<file path="src/rtl/ifetch_queue_pkg.sv">
// Shared definitions for the instruction fetch queue.
// Queue entry layout (MSB..LSB): {inst, cur_pc, mis_pc, pd_tk}.
// Optional same-cycle bypass to decode is enabled by defining IFQ_BYPASS_EN.
package ifetch_queue_pkg;

  localparam int ADDR_W_DEF = 32;
  localparam int INST_W_DEF = 32;

  localparam logic [31:0] ZERO_ADDR   = 32'h0000_0000;
  localparam logic [31:0] NEXT_PC_INC = 32'h0000_0004;

  localparam logic TRUE  = 1'b1;
  localparam logic FALSE = 1'b0;

  // Packed width of one queue entry {inst, cur_pc, mis_pc, pd_tk}
  function automatic int ifq_entry_w(input int addr_w, input int inst_w);
    return inst_w + addr_w + addr_w + 1;
  endfunction

endpackage

</file>
<file path="src/rtl/ifq_fifo.sv">
// Generic DEPTH x WIDTH synchronous FIFO with push/pop/flush.
// Storage is registered; the head entry is read out without a clock delay.
// A push while full and a pop while empty are ignored. rdy_i low freezes state.
module ifq_fifo
  import ifetch_queue_pkg::*;
#(
  parameter int DEPTH = 4,
  parameter int WIDTH = 97
) (
  input  logic                   clk,
  input  logic                   rst,
  input  logic                   rdy_i,
  input  logic                   push_i,
  input  logic                   pop_i,
  input  logic                   flush_i,
  input  logic [WIDTH-1:0]       wdata_i,
  output logic [WIDTH-1:0]       rdata_o,
  output logic [$clog2(DEPTH):0] count_o,
  output logic                   full_o,
  output logic                   empty_o
);

  localparam int PTR_W = $clog2(DEPTH);
  localparam int CNT_W = PTR_W + 1;
  localparam logic [PTR_W-1:0] PTR_ONE = PTR_W'(1);
  localparam logic [CNT_W-1:0] CNT_ONE = CNT_W'(1);
  localparam logic [CNT_W-1:0] CNT_MAX = CNT_W'(DEPTH);

  logic [WIDTH-1:0] mem_q [DEPTH];
  logic [PTR_W-1:0] head_q, head_d;
  logic [PTR_W-1:0] tail_q, tail_d;
  logic [CNT_W-1:0] count_q, count_d;
  logic             wr_s, rd_s;

  assign full_o  = (count_q == CNT_MAX);
  assign empty_o = (count_q == {CNT_W{1'b0}});
  assign count_o = count_q;
  assign rdata_o = mem_q[head_q];

  // Pointer and occupancy next-state; reset and flush clear, rdy low holds
  always_comb begin
    head_d  = head_q;
    tail_d  = tail_q;
    count_d = count_q;
    wr_s    = FALSE;
    rd_s    = FALSE;
    if (rst) begin
      head_d  = {PTR_W{1'b0}};
      tail_d  = {PTR_W{1'b0}};
      count_d = {CNT_W{1'b0}};
    end else if (!rdy_i) begin
      count_d = count_q;
    end else if (flush_i) begin
      head_d  = {PTR_W{1'b0}};
      tail_d  = {PTR_W{1'b0}};
      count_d = {CNT_W{1'b0}};
    end else begin
      wr_s   = push_i & ~full_o;
      rd_s   = pop_i & ~empty_o;
      tail_d = wr_s ? (tail_q + PTR_ONE) : tail_q;
      head_d = rd_s ? (head_q + PTR_ONE) : head_q;
      case ({wr_s, rd_s})
        2'b10:   count_d = count_q + CNT_ONE;
        2'b01:   count_d = count_q - CNT_ONE;
        default: count_d = count_q;
      endcase
    end
  end

  // Pointer and occupancy registers
  always_ff @(posedge clk) begin
    head_q  <= head_d;
    tail_q  <= tail_d;
    count_q <= count_d;
  end

  // Entry storage; written at the tail on an accepted push
  always_ff @(posedge clk) begin
    if (wr_s && !rst) begin
      mem_q[tail_q] <= wdata_i;
    end
  end

endmodule

</file>
<file path="src/rtl/ifetch_queue.sv">
// Instruction fetch stage: PC register, icache/predictor request, next-PC
// computation and a DEPTH-entry queue towards the decoder.
// Rollback flushes the queue and redirects the PC.
// Optional macro IFQ_BYPASS_EN: an eligible hit into an empty queue with the
// decoder ready is handed straight to decode in the same cycle.
module ifetch_queue
  import ifetch_queue_pkg::*;
#(
  parameter int                ADDR_W = ADDR_W_DEF,
  parameter int                INST_W = INST_W_DEF,
  parameter int                DEPTH  = 4,
  parameter logic [ADDR_W-1:0] PC_INC = ADDR_W'(NEXT_PC_INC),
  parameter logic [ADDR_W-1:0] RST_PC = ADDR_W'(ZERO_ADDR)
) (
  input  logic                   clk,
  input  logic                   rst,
  input  logic                   rdy,
  input  logic                   if_en,
  input  logic                   if_st,
  input  logic                   if_rb,
  input  logic [ADDR_W-1:0]      rb_pc,
  output logic                   cache_rd_en,
  output logic [ADDR_W-1:0]      cache_rd_addr,
  input  logic                   cache_hit,
  input  logic [INST_W-1:0]      cache_hit_inst,
  output logic [ADDR_W-1:0]      bp_pc,
  output logic [INST_W-1:0]      bp_inst,
  input  logic                   bp_pd_tk,
  input  logic [ADDR_W-1:0]      bp_pd_off,
  output logic                   dec_valid,
  input  logic                   dec_ready,
  output logic [INST_W-1:0]      dec_inst,
  output logic [ADDR_W-1:0]      dec_cur_pc,
  output logic [ADDR_W-1:0]      dec_mis_pc,
  output logic                   dec_pd_tk,
  output logic [$clog2(DEPTH):0] q_count
);

  localparam int ENT_W = ifq_entry_w(ADDR_W, INST_W);

  logic [ADDR_W-1:0] pc_q, pc_d;
  logic [ADDR_W-1:0] pc_inc_s, pc_tgt_s, mis_pc_s, next_pc_s;
  logic              full_s, empty_s;
  logic              hit_ok_s, bypass_s, push_s, pop_s, q_valid_s;
  logic [ENT_W-1:0]  new_ent_s, head_s;
  logic [INST_W-1:0] h_inst_s;
  logic [ADDR_W-1:0] h_cur_s, h_mis_s;
  logic              h_tk_s;

  assign cache_rd_en   = if_en & ~if_st & ~full_s & ~if_rb & rdy;
  assign cache_rd_addr = pc_q;
  assign bp_pc         = pc_q;
  assign bp_inst       = cache_hit_inst;

  // Taken branch: continue at target, recover at fall-through (and vice versa)
  assign pc_inc_s  = pc_q + PC_INC;
  assign pc_tgt_s  = pc_q + bp_pd_off;
  assign mis_pc_s  = bp_pd_tk ? pc_inc_s : pc_tgt_s;
  assign next_pc_s = bp_pd_tk ? pc_tgt_s : pc_inc_s;

  // A zero instruction word is treated as no usable hit
  assign hit_ok_s  = cache_rd_en & cache_hit & (cache_hit_inst != {INST_W{1'b0}});
  assign new_ent_s = {cache_hit_inst, pc_q, mis_pc_s, bp_pd_tk};

  assign q_valid_s = ~empty_s & ~if_rb & rdy;
  assign push_s    = hit_ok_s & ~bypass_s;
  assign pop_s     = q_valid_s & dec_ready;
  assign {h_inst_s, h_cur_s, h_mis_s, h_tk_s} = head_s;

`ifdef IFQ_BYPASS_EN
  // Same-cycle hand-off of a fresh hit when nothing is queued ahead of it
  always_comb begin
    bypass_s   = hit_ok_s & empty_s & dec_ready;
    dec_valid  = q_valid_s | bypass_s;
    dec_inst   = h_inst_s;
    dec_cur_pc = h_cur_s;
    dec_mis_pc = h_mis_s;
    dec_pd_tk  = h_tk_s;
    if (bypass_s) begin
      dec_inst   = cache_hit_inst;
      dec_cur_pc = pc_q;
      dec_mis_pc = mis_pc_s;
      dec_pd_tk  = bp_pd_tk;
    end else begin
      dec_pd_tk  = h_tk_s;
    end
  end
`else
  // Decode always sees the registered queue head
  always_comb begin
    bypass_s   = FALSE;
    dec_valid  = q_valid_s;
    dec_inst   = h_inst_s;
    dec_cur_pc = h_cur_s;
    dec_mis_pc = h_mis_s;
    dec_pd_tk  = h_tk_s;
  end
`endif

  // PC next-state: reset, freeze, rollback redirect, or advance on a usable hit
  always_comb begin
    pc_d = pc_q;
    if (rst) begin
      pc_d = RST_PC;
    end else if (!rdy) begin
      pc_d = pc_q;
    end else if (if_rb) begin
      pc_d = rb_pc;
    end else if (hit_ok_s) begin
      pc_d = next_pc_s;
    end else begin
      pc_d = pc_q;
    end
  end

  // PC register
  always_ff @(posedge clk) begin
    pc_q <= pc_d;
  end

  ifq_fifo #(
    .DEPTH (DEPTH),
    .WIDTH (ENT_W)
  ) u_fifo (
    .clk     (clk),
    .rst     (rst),
    .rdy_i   (rdy),
    .push_i  (push_s),
    .pop_i   (pop_s),
    .flush_i (if_rb),
    .wdata_i (new_ent_s),
    .rdata_o (head_s),
    .count_o (q_count),
    .full_o  (full_s),
    .empty_o (empty_s)
  );

endmodule

</file>
<file path="config.mk">
export PLATFORM = sky130hd
export DESIGN_NAME = ifetch_queue
export DESIGN_NICKNAME = d
export VERILOG_FILES = /design/src/rtl/ifetch_queue_pkg.sv /design/src/rtl/ifq_fifo.sv /design/src/rtl/ifetch_queue.sv
export SDC_FILE = /design/constraint.sdc
export NUM_CORES = 1
export LEC_CHECK = 0
export BUFFER_PORTS_ARGS = -buffer_cell sky130_fd_sc_hd__buf_2
export CELL_PAD_IN_SITES_DETAIL_PLACEMENT = 1
export CELL_PAD_IN_SITES_GLOBAL_PLACEMENT = 2
export CORE_UTILIZATION = 45
export CTS_BUF_LIST = sky130_fd_sc_hd__clkbuf_4
export DETAILED_ROUTE_END_ITERATION = 8
export PLACE_DENSITY_LB_ADDON = 0.1
export SLEW_MARGIN = 30
export SYNTH_ARGS = -nofsm -noshare
export SYNTH_HDL_FRONTEND = slang
export SYNTH_SLANG_ARGS = --single-unit
export TNS_END_PERCENT = 10
</file>
<file path="constraint.sdc">
create_clock -name clk -period 14 [get_ports clk]
set_clock_uncertainty 0.2 [all_clocks]
set_input_delay 1.4 -clock clk [delete_from_list [all_inputs] [get_ports clk]]
set_output_delay 1.4 -clock clk [all_outputs]
set_load 0.005 [all_outputs]
</file>
Yosys cells after proc, flatten, opt, wreduce, memory -nomap -nowiden. Memories as Yosys holds them, arrays and structs flattened. A register that Yosys moved wholly into a read port is not among the register bits. Cells that the tools add are included.

Register bits: 39. Input port bits: 105. Word-level logic and storage cells: 58. Memories kept: 1. Output and inout port bits: 198. Memory bits (writable): 388.

Mux-type cells: 17. Reduce and logical (&&, ||, !) cells: 12. Bitwise gates (word level): 15. Equality and inequality tests: 3. Add/sub/neg operators: 6.

Memory list: u_fifo.mem_q (depth 4, width 97, read ports 1, clocked after memory_dff 1, write ports 1, RTL line ifq_fifo.sv:29) `logic [WIDTH-1:0] mem_q [DEPTH];`.

Operators with widths (count): $mux W32 (4); $add A32 B3 Y32 const B (1); $add A32 B32 Y32 (1); $reduce_bool A32 Y1 (1); $mux W2 (6); $and A1 B1 Y1 (11); $reduce_and A2 Y1 (4); $pmux W3 S2 (1); $reduce_bool A2 Y1 (3); $mux W1 (5); $add A2 B1 Y2 const B (2); $not A1 Y1 (4); $add A3 B1 Y3 const B (1); $eq A3 B3 Y1 const B (1); $logic_not A3 Y1 (1); $mux W3 (1); $reduce_bool A3 Y1 (1); $sub A3 B1 Y3 const B (1); $eq A2 B1 Y1 const B (1); $eq A2 B2 Y1 const B (1); $logic_and A1 B1 Y1 (1); $logic_not A1 Y1 (1).

Depth between registers and ports, before layout. Gate-level depths: netlist of the first run.

Depth in word-level cells: 14. Mapped depth: 13. Depth with buffers taken out: 12.

Cells and area by module. From an unflattened synthesis of the first run, not the netlist that was laid out.

Cells, all modules: 1239. Area total of the unflattened synthesis: 19402.4 µm².

By module, submodules not included: ifq_fifo (area each 14602.8 µm², seq. area each 11831.3 µm², instances 1, cells each 577); ifetch_queue (area each 4799.6 µm², seq. area each 640.6 µm², instances 1, cells each 662).

Least setup slack after synthesis of the first run. No wires, ideal clock.

Path type: input port to flip-flop. Start: in if_rb. End: mem u_fifo.mem_q[0][0], enable pin. Data required time: 13.333 ns. Setup time: 0.467 ns. Stages on the path: 8. Arrival: 5.007 ns. Buffers on the path: 1. Setup slack: 8.326 ns. Cells stage by stage: inv_1 nand2_1 a2111oi_2 o211a_1 buf_2 o21ai_2 nor3_1 and2_1.

Cells in the longest elaborated chain, start to end: 12.

RTL lines: start, declared (RTL line ifetch_queue.sv:20) `input logic if_rb,`; $not A1 Y1 (RTL line ifetch_queue.sv:50) `assign cache_rd_en = if_en & ~if_st & ~full_s & ~if_rb & rdy;`; $and A1 B1 Y1 (2 in a row) (RTL line ifetch_queue.sv:50); net cache_rd_en (RTL line ifetch_queue.sv:22) `output logic cache_rd_en,`; $and A1 B1 Y1 (2 in a row) (RTL line ifetch_queue.sv:62) `assign hit_ok_s = cache_rd_en & cache_hit & (cache_hit_inst != {INST_W{1'b0}});`; $and A1 B1 Y1 (RTL line ifq_fifo.sv:58) `wr_s = push_i & ~full_o;`; $mux W1 (RTL line ifq_fifo.sv:53) `end else if (flush_i) begin`; $mux W1 (RTL line ifq_fifo.sv:51) `end else if (!rdy_i) begin`; $mux W1 (RTL line ifq_fifo.sv:47) `if (rst) begin`; $logic_and A1 B1 Y1 (RTL line ifq_fifo.sv:79) `if (wr_s && !rst) begin`; $mux W1 (RTL line ifq_fifo.sv:79); $mux W1 (not written as such) (RTL line ifq_fifo.sv:80) `mem_q[tail_q] <= wdata_i;`; end, declared (RTL line ifq_fifo.sv:29).

The timed path passes the listed nets, and every way through them passes these cells.

Worst setup path in the final report of the first run.
Start: in if_rb. End: mem u_fifo.mem_q[0][72], enable pin.

Cells in the longest elaborated chain, start to end: 12.

RTL lines (RTL line): $not A1 Y1 (ifetch_queue.sv:50); $and A1 B1 Y1 (2 in a row) (ifetch_queue.sv:50); $and A1 B1 Y1 (2 in a row) (ifetch_queue.sv:62); $and A1 B1 Y1 (ifq_fifo.sv:58); $mux W1 * (ifq_fifo.sv:53); $mux W1 * (ifq_fifo.sv:51); $mux W1 * (ifq_fifo.sv:47); $logic_and A1 B1 Y1 * (ifq_fifo.sv:79); $mux W1 * (ifq_fifo.sv:79); $mux W1 (not written as such) * (ifq_fifo.sv:80).

Every way passes the cells marked *; elsewhere a longest branch is shown, timed or not.

==> run metrics, run 1 <==
RSZ-0062 raised after global routing=no; max-slew violations=0; TNS Setup=0 ns; max-cap viol count=0; DR vias=roughly 12,000; Critical Path Start Type=input port; syn avg cell area=15.3 um2; relative slew slack=0.359; met1 global-route usage=0.346; share of cells above drive strength 1=0.359; Synth Area in Compound Gates=0.0767; worst skew pair latency=~0.8 ns; capturing element type of the critical path=register; Max Root-Sink Buffers=3; Gate Count Post-Synth=between 1,000 and 1,500; Pwr Total=around 2.7 mW; DR WL/cell=23.9 um; post_cts resized=0; antenna violations before repair=2; Post-Place Cell Area=between 20,000 and 25,000 um2; number of library cell types mapped by synthesis=74; net switching power=670 uW; peak supply drop=60.1 uV; Net Sw Frac=0.252; largest fanout on the critical path=60; worst min path class=register to register; Worst Setup Path Type=input port to register; internal power=1.99 mW; Initial Util=0.457; Overflow after GRT=0; total track usage=0.241; asr flop ratio synth=0; pin count of the biggest net entering global routing=73; proportion of synthesized area in mux cells=0.123; IO buf count=roughly 300; final-report hold violation count=0; combinational family with the most area after synthesis=multiplexers; Detail Route Antenna Nets=0; DRT Pass-1 Iters=5; total CTS buffers=106; outcome=completed; fmax=202 MHz; setup repair bufs after CTS=0; XOR/XNOR share of the synthesized area=0.0254; Placed Cells incl. Taps=1,987; initial DRC count=894; Setup WS pre-CTS=8.29 ns; DP HPWL=35,600 um; vias in the first global route=12,700; adder-cell share of the synthesized area=0.0254; DRC violations left=0; GPL Wtd Cong=0.780; clock transition at the registers of the reported paths=0.07 ns; Simple-Gate Fraction of Synth Area=0.0612; met2 usage=0.373; clock group share of total power=0.370; root buffer cell=clkbuf_4; Seq/Total Area, Yosys=0.647; Post-Syn Area=19,300 um2; Die X=between 200 and 250 um; die area=roughly 44,000 um2; Layout area overhead=14.9%; Clock Sinks=429; NumNets Final=1,699; met3 Track Usage GR=0.0424; static leakage=between 8 and 9 nW; most used flip-flop cell after synthesis=edfxtp_1; Post-synth EDFFs=388; Worst Tran Pin Value=0.961 ns; Final Worst Setup Slack=9.05 ns; Top Usage Layer GRT=met2; I/O pin count=303; Final Setup Violations=0; Finished Layout Cells=between 2,000 and 2,500; vias per inst=about 5.6; Die Ht=209 um; Yosys Warn Count=0; Core Footprint=42,100 um2; Rows=75; Reg power frac=0.544; Tcrit/Tclk final=0.354; PD cells=approximately 120 nW/um2; combinational power share=0.086; first-pass GRT wire length=78,400 um; final WL=52,200 um; Worst Path Required=14.16 ns; Hold-fix buffers, CTS=0; Yosys reg bits=429; Syn Nets=1,399; WP data arrival=5.11 ns; Max H-tree Level=3; Final Critical Period=4.95 ns; TritonCTS clock tree=yes; final instance area=22,200 um2
==> layout by cell type (no fill, tap or decap), types with 20 or more instances in the layout <==
master	count
clkbuf_4	146
o21ai_0	57
xnor2_1	29
dfxtp_1	39
a21o_1	22
a21oi_1	54
clkinv_1	35
mux4_2	97
nand2_1	88
buf_2	302
nor2_1	60
xor2_1	25
ha_1	36
edfxtp_1	388
nand3_1	20
==> Yosys cell counts (20+ instances only) <==
master | instances | area [um2]
edfxtp_1 | 388 | 11700
mux4_2 | 97 | 2180
nand2_1 | 88 | 330
buf_4 | 64 | 480
nor2_1 | 60 | 225
o21ai_0 | 57 | 285
a21oi_1 | 54 | 270
dfxtp_1 | 41 | 821
clkbuf_1 | 39 | 146
ha_1 | 36 | 450
xnor2_1 | 29 | 254
xor2_1 | 25 | 219
a21o_1 | 22 | 165
nand3_1 | 20 | 100
==> sequential cells by signal, summed over array words and instances, names as in the netlist, named ones only <==
signal and cells:
bp_pc 32, u_fifo.head_q 2, u_fifo.count_o 3, u_fifo.mem_q 388, u_fifo.tail_q 2
==> power by group through the flow <==
stage                     registers (mW)  logic [mW]  clock network (mW)
after detailed placement            1.47       0.230                   0
after global placement              1.47       0.225                   0
after global routing                1.45       0.254                1.07
final                               1.45       0.230               0.984
after CTS                           1.45       0.231                1.01
after floorplan                     1.46       0.144                   0
==> cell type report <==
cell class,instances,area [um2]
Fill cell,4233,20000
Antenna cell,2,5.00
Clock buffer,146,1100
Clock inverter,46,185
Multi-Input combinational cell,683,6010
Tap cell,539,674
Sequential cell,429,12500
Inverter,20,75.1
Timing Repair Buffer,316,1620
==> metal layers <==
| layer | up-vias | wire [um] | part of all wire |
|---|---|---|---|
| met1 | 6205 | 23500 | 0.45 |
| met3 | 64 | 3180 | 0.061 |
| li1 | 5533 | - | - |
| met2 | 410 | 24400 | 0.47 |
| met5 | - | 8 | 0.00015 |
| met4 | 2 | 1100 | 0.021 |
==> through the flow <==
| stage | hold slack, ns | util |
|---|---|---|
| global placement | 0.263 | 0.495 |
| CTS | 0.276 | 0.526 |
| finish | 0.278 | 0.526 |
| floorplan | 0.241 | - |
| global route | 0.331 | 0.526 |
| detailed placement | 0.257 | 0.495 |
==> critical path: stages <==
cell	delay, ns
buf_2	0.10
buf_4	0.26
inv_1	0.13
nand2_1	0.08
a2111oi_2	0.39
o211a_1	0.41
o21ai_2	0.08
buf_4	0.25
nor3_1	0.45
and2_4	0.65
buf_4	0.82
==> cells by family (layout without fill, tap and decap cells) <==
| group | Yosys count | in the layout |
|---|---|---|
| XOR/XNOR | 55 | 55 |
| multiplexers | 115 | 115 |
| buffers and inverters | 144 | 528 |
| AO/OA/AOI/OAI | 225 | 225 |
| adder cells (fa/ha/maj) | 38 | 38 |
| AND/OR/NAND/NOR | 250 | 250 |
| flip-flops | 429 | 429 |
| other | 0 | 2 |
==> final timing paths <==
kind	start	to	slack, ns	cells past startpoint
max	if_rb	u_fifo.mem_q[0][72]	9.05	11
min	u_fifo.head_q[1]	register	0.28	1
max reg2reg	bp_pc[0]	u_fifo.mem_q[1][29]	9.60	12
min reg2reg	u_fifo.head_q[1]	register	0.28	1
(Power assumes the default switching activity.)
==> run 2, diff against run 1 <==
--- a/config.mk
+++ b/config.mk
@@ -8,7 +8,7 @@
 export BUFFER_PORTS_ARGS = -buffer_cell sky130_fd_sc_hd__buf_2
 export CELL_PAD_IN_SITES_DETAIL_PLACEMENT = 1
 export CELL_PAD_IN_SITES_GLOBAL_PLACEMENT = 2
-export CORE_UTILIZATION = 45
+export CORE_UTILIZATION = 42
 export CTS_BUF_LIST = sky130_fd_sc_hd__clkbuf_4
 export DETAILED_ROUTE_END_ITERATION = 8
 export PLACE_DENSITY_LB_ADDON = 0.1
==> constraint.sdc (replaced) <==
create_clock -name clk -period 5.1 [get_ports clk]
set_clock_uncertainty 0.2 [all_clocks]
set_input_delay 0.51 -clock clk [delete_from_list [all_inputs] [get_ports clk]]
set_output_delay 0.51 -clock clk [all_outputs]
set_load 0.005 [all_outputs]
==> run 2 against run 1 <==
  * Via count grew 3.0%
  * Clock power grew to 3.0 times the previous value
  * Die area grew 7.1%
  * Register-to-register slack lost 8.6 ns
  * Worst setup slack lost 8.1 ns
  * Power grew to 2.9 times the previous value
  * Routed wire length grew 5.6%
  * Critical path type is now register to register
==> run metrics, run 2 (synthesis results as in run 1) <==
peak supply drop=134 uV (+120%); reg-to-reg slack, setup=0.98 ns (-8.62 ns); outcome=completed; min-delay src=bp_pd_off[30]; max reg flops=388 (unchanged); total track usage=0.236 (-0.00545); pin count of the biggest net entering global routing=60 (-18%); Max Root-Sink Buffers=3 (unchanged); max-slew violations=0 (unchanged); worst hold stages=4 (+3); post_cts resized=0 (unchanged); IO buf count=302 (unchanged); root buffer cell=clkbuf_4; Worst Tran Pin Value=0.881 ns (-0.0797 ns); slowest CP cell=dlygate4sd3_1; max-cap viol count=0 (unchanged); Final Critical Period=around 4.1 ns; DRC violations left=0 (unchanged); Overflow after GRT=0 (unchanged); CP max stage delay=0.57 ns (-0.25 ns); TritonCTS clock tree=yes; Detail Route Antenna Nets=0 (unchanged); fmax=243 MHz; Worst Path Required=5.62 ns (-8.54 ns); clock transition at the registers of the reported paths=0.07 ns (about the same); Rows=78 (+4.0%); R2R Path Start=bp_pc[4]; filler cell count=4,584 (+8.3%); reg2reg path depth=11 (-1); combined area of the multi-input logic cells=6010 um2 (unchanged); final-report hold violation count=0 (unchanged); DR WL/cell=23.5 um (-1.9%); Die X=216 um (+3.5%); Worst Setup Path Type=register to register; relative slew slack=0.413 (+0.0532); capturing element type of the critical path=register; register with the most flip-flops=u_fifo.mem_q; register area=12,500 um2 (unchanged); share of cells above drive strength 1=0.358 (-0.000818); Clock Sinks=429 (unchanged); most common cell after layout, fill and taps aside=edfxtp_1; Final Setup Violations=0 (unchanged); static leakage=8.63 nW (+6.6%); RSZ-0062 raised after global routing=no; I/O pin count=303 (unchanged); Initial Util=0.426 (-0.0318); PD cells=328 nW/um2 (+170%); initial DRC count=808 (-9.6%); WP data arrival=4.64 ns (-0.47 ns); DP HPWL=37,100 um (+4.2%); die area=46,700 um2 (+7.1%); vias in the first global route=13,000 (+2.1%); Tcrit/Tclk final=0.808; r2r endpoint=bp_pc[31]; worst min path class=input port to register; first-pass GRT wire length=81,600 um (+4.2%); hold path endpoint=bp_pc[30]; Max H-tree Level=3 (unchanged); DRT Pass-1 Iters=7 (+2); final WL=55,100 um (+5.6%); Die Ht=216 um (+3.5%); final instance area=23,400 um2 (+5.5%); most frequent cells in the layout=edfxtp_1, buf_2, clkbuf_4; Core Footprint=45,300 um2 (+7.5%); worst skew pair latency=0.86 ns (+0.07 ns); DR vias=12,600 (+3.0%); Post-Place Cell Area=21,200 um2 (+1.4%); TNS Setup=0 ns (unchanged); Critical Path Start Type=register; antenna violations before repair=1 (-1); total CTS buffers=108 (+1.9%); Post-Route Utilization=0.516 (-0.00987); GPL Wtd Cong=0.794 (+1.8%); critical path, cell by cell=ha_1, a21oi_1, o211ai_2, nand4_1, a21oi_1, or3_1, a31oi_4, xor2_2, mux2i_1, o21ai_0, dlygate4sd3_1; largest fanout on the critical path=12 (-80%); Critical Path Most Common Cell=a21oi_1; Layout area overhead=21.2%; NumNets Final=1,799 (+5.9%); vias per inst=5.36 (-4.3%)
[run 2: cell count changes in the layout (fill, tap and decap cells not counted)]
cell / before / now
dlygate4sd3_1: 0 / 74
buf_4: 12 / 34
clkbuf_4: 146 / 159
buf_12: 0 / 4
clkinv_1: 35 / 31
clkinv_2: 10 / 6
bufinv_16: 0 / 3
clkinv_4: 0 / 3
buf_6: 2 / 0
inv_2: 2 / 0
diode_2: 2 / 1
[run 2: cell type report]
| type | instances | area share |
|---|---|---|
| Antenna cell | 1 | 0.000107 |
| Clock buffer | 159 | 0.0511 |
| Clock inverter | 42 | 0.0111 |
| Inverter | 20 | 0.00321 |
| Multi-Input combinational cell | 683 | 0.257 |
| Sequential cell | 429 | 0.534 |
| Tap cell | 600 | 0.0321 |
| Timing Repair Buffer | 414 | 0.111 |
[run 2: worst max-delay path by stage]
stage                 start             endpoint  slack, ns  cells past startpoint
2_1_floorplan         if_rb   u_fifo.mem_q[1][0]       0.32                      8
3_3_place_gp   bp_pd_off[0]  u_fifo.mem_q[0][29]       1.22                     13
3_5_place_dp   bp_pd_off[0]  u_fifo.mem_q[3][29]       1.12                     13
4_1_cts            bp_pc[4]            bp_pc[31]       0.97                     11
5_1_grt            bp_pc[4]            bp_pc[31]       0.70                     11
6_report           bp_pc[4]            bp_pc[31]       0.98                     11
[run 2: worst max-delay path, delay by kind of cell (launching register included)]
| kind | cells | cell delay, ns |
|---|---|---|
| and+or+nand+nor | 2 | 0.70 |
| DFF | 1 | 0.56 |
| adders and majority gates | 1 | 0.37 |
| xor gates and xnor gates | 1 | 0.30 |
| muxes | 1 | 0.21 |
| buffers and inverters | 1 | 0.57 |
| AOI/OAI and AO/OA | 5 | 1.07 |
[run 2: timing repair]
action | in CTS | in global routing
setup buffers | 0 | 0
hold buffers | 74 | 0
hold endpoints to repair | 172 | 0
[run 2: per-layer routing]
| layer | track usage | vias to the layer above | share of wire |
|---|---|---|---|
| met1 | 0.341 | 6424 | 0.47 |
| met5 | 0 | - | 0 |
| met3 | 0.0396 | 62 | 0.045 |
| met4 | 0.0678 | 0 | 0.014 |
| met2 | 0.368 | 345 | 0.47 |
| li1 | - | 5747 | - |
[run 2: power breakdown]
| group | switching [mW] | internal, mW |
|---|---|---|
| sequential | 0.0473 | 3.90 |
| combinational | 0.436 | 0.284 |
| clock | 1.40 | 1.59 |
[run 2: stage by stage]
| step | power (mW) | hold slack, ns | setup WS (ns) | std cells |
|---|---|---|---|---|
| finish | 7.66 | 0.0737 | 0.977 | 2348 |
| global placement | 4.68 | 0.253 | 1.22 | 2072 |
| CTS | 7.76 | 0.00122 | 0.969 | 2347 |
| global route | 7.96 | 0.0885 | 0.702 | 2348 |
| detailed placement | 4.69 | 0.271 | 1.12 | 2072 |
| floorplan | 4.41 | 0.241 | 0.316 | 1256 |
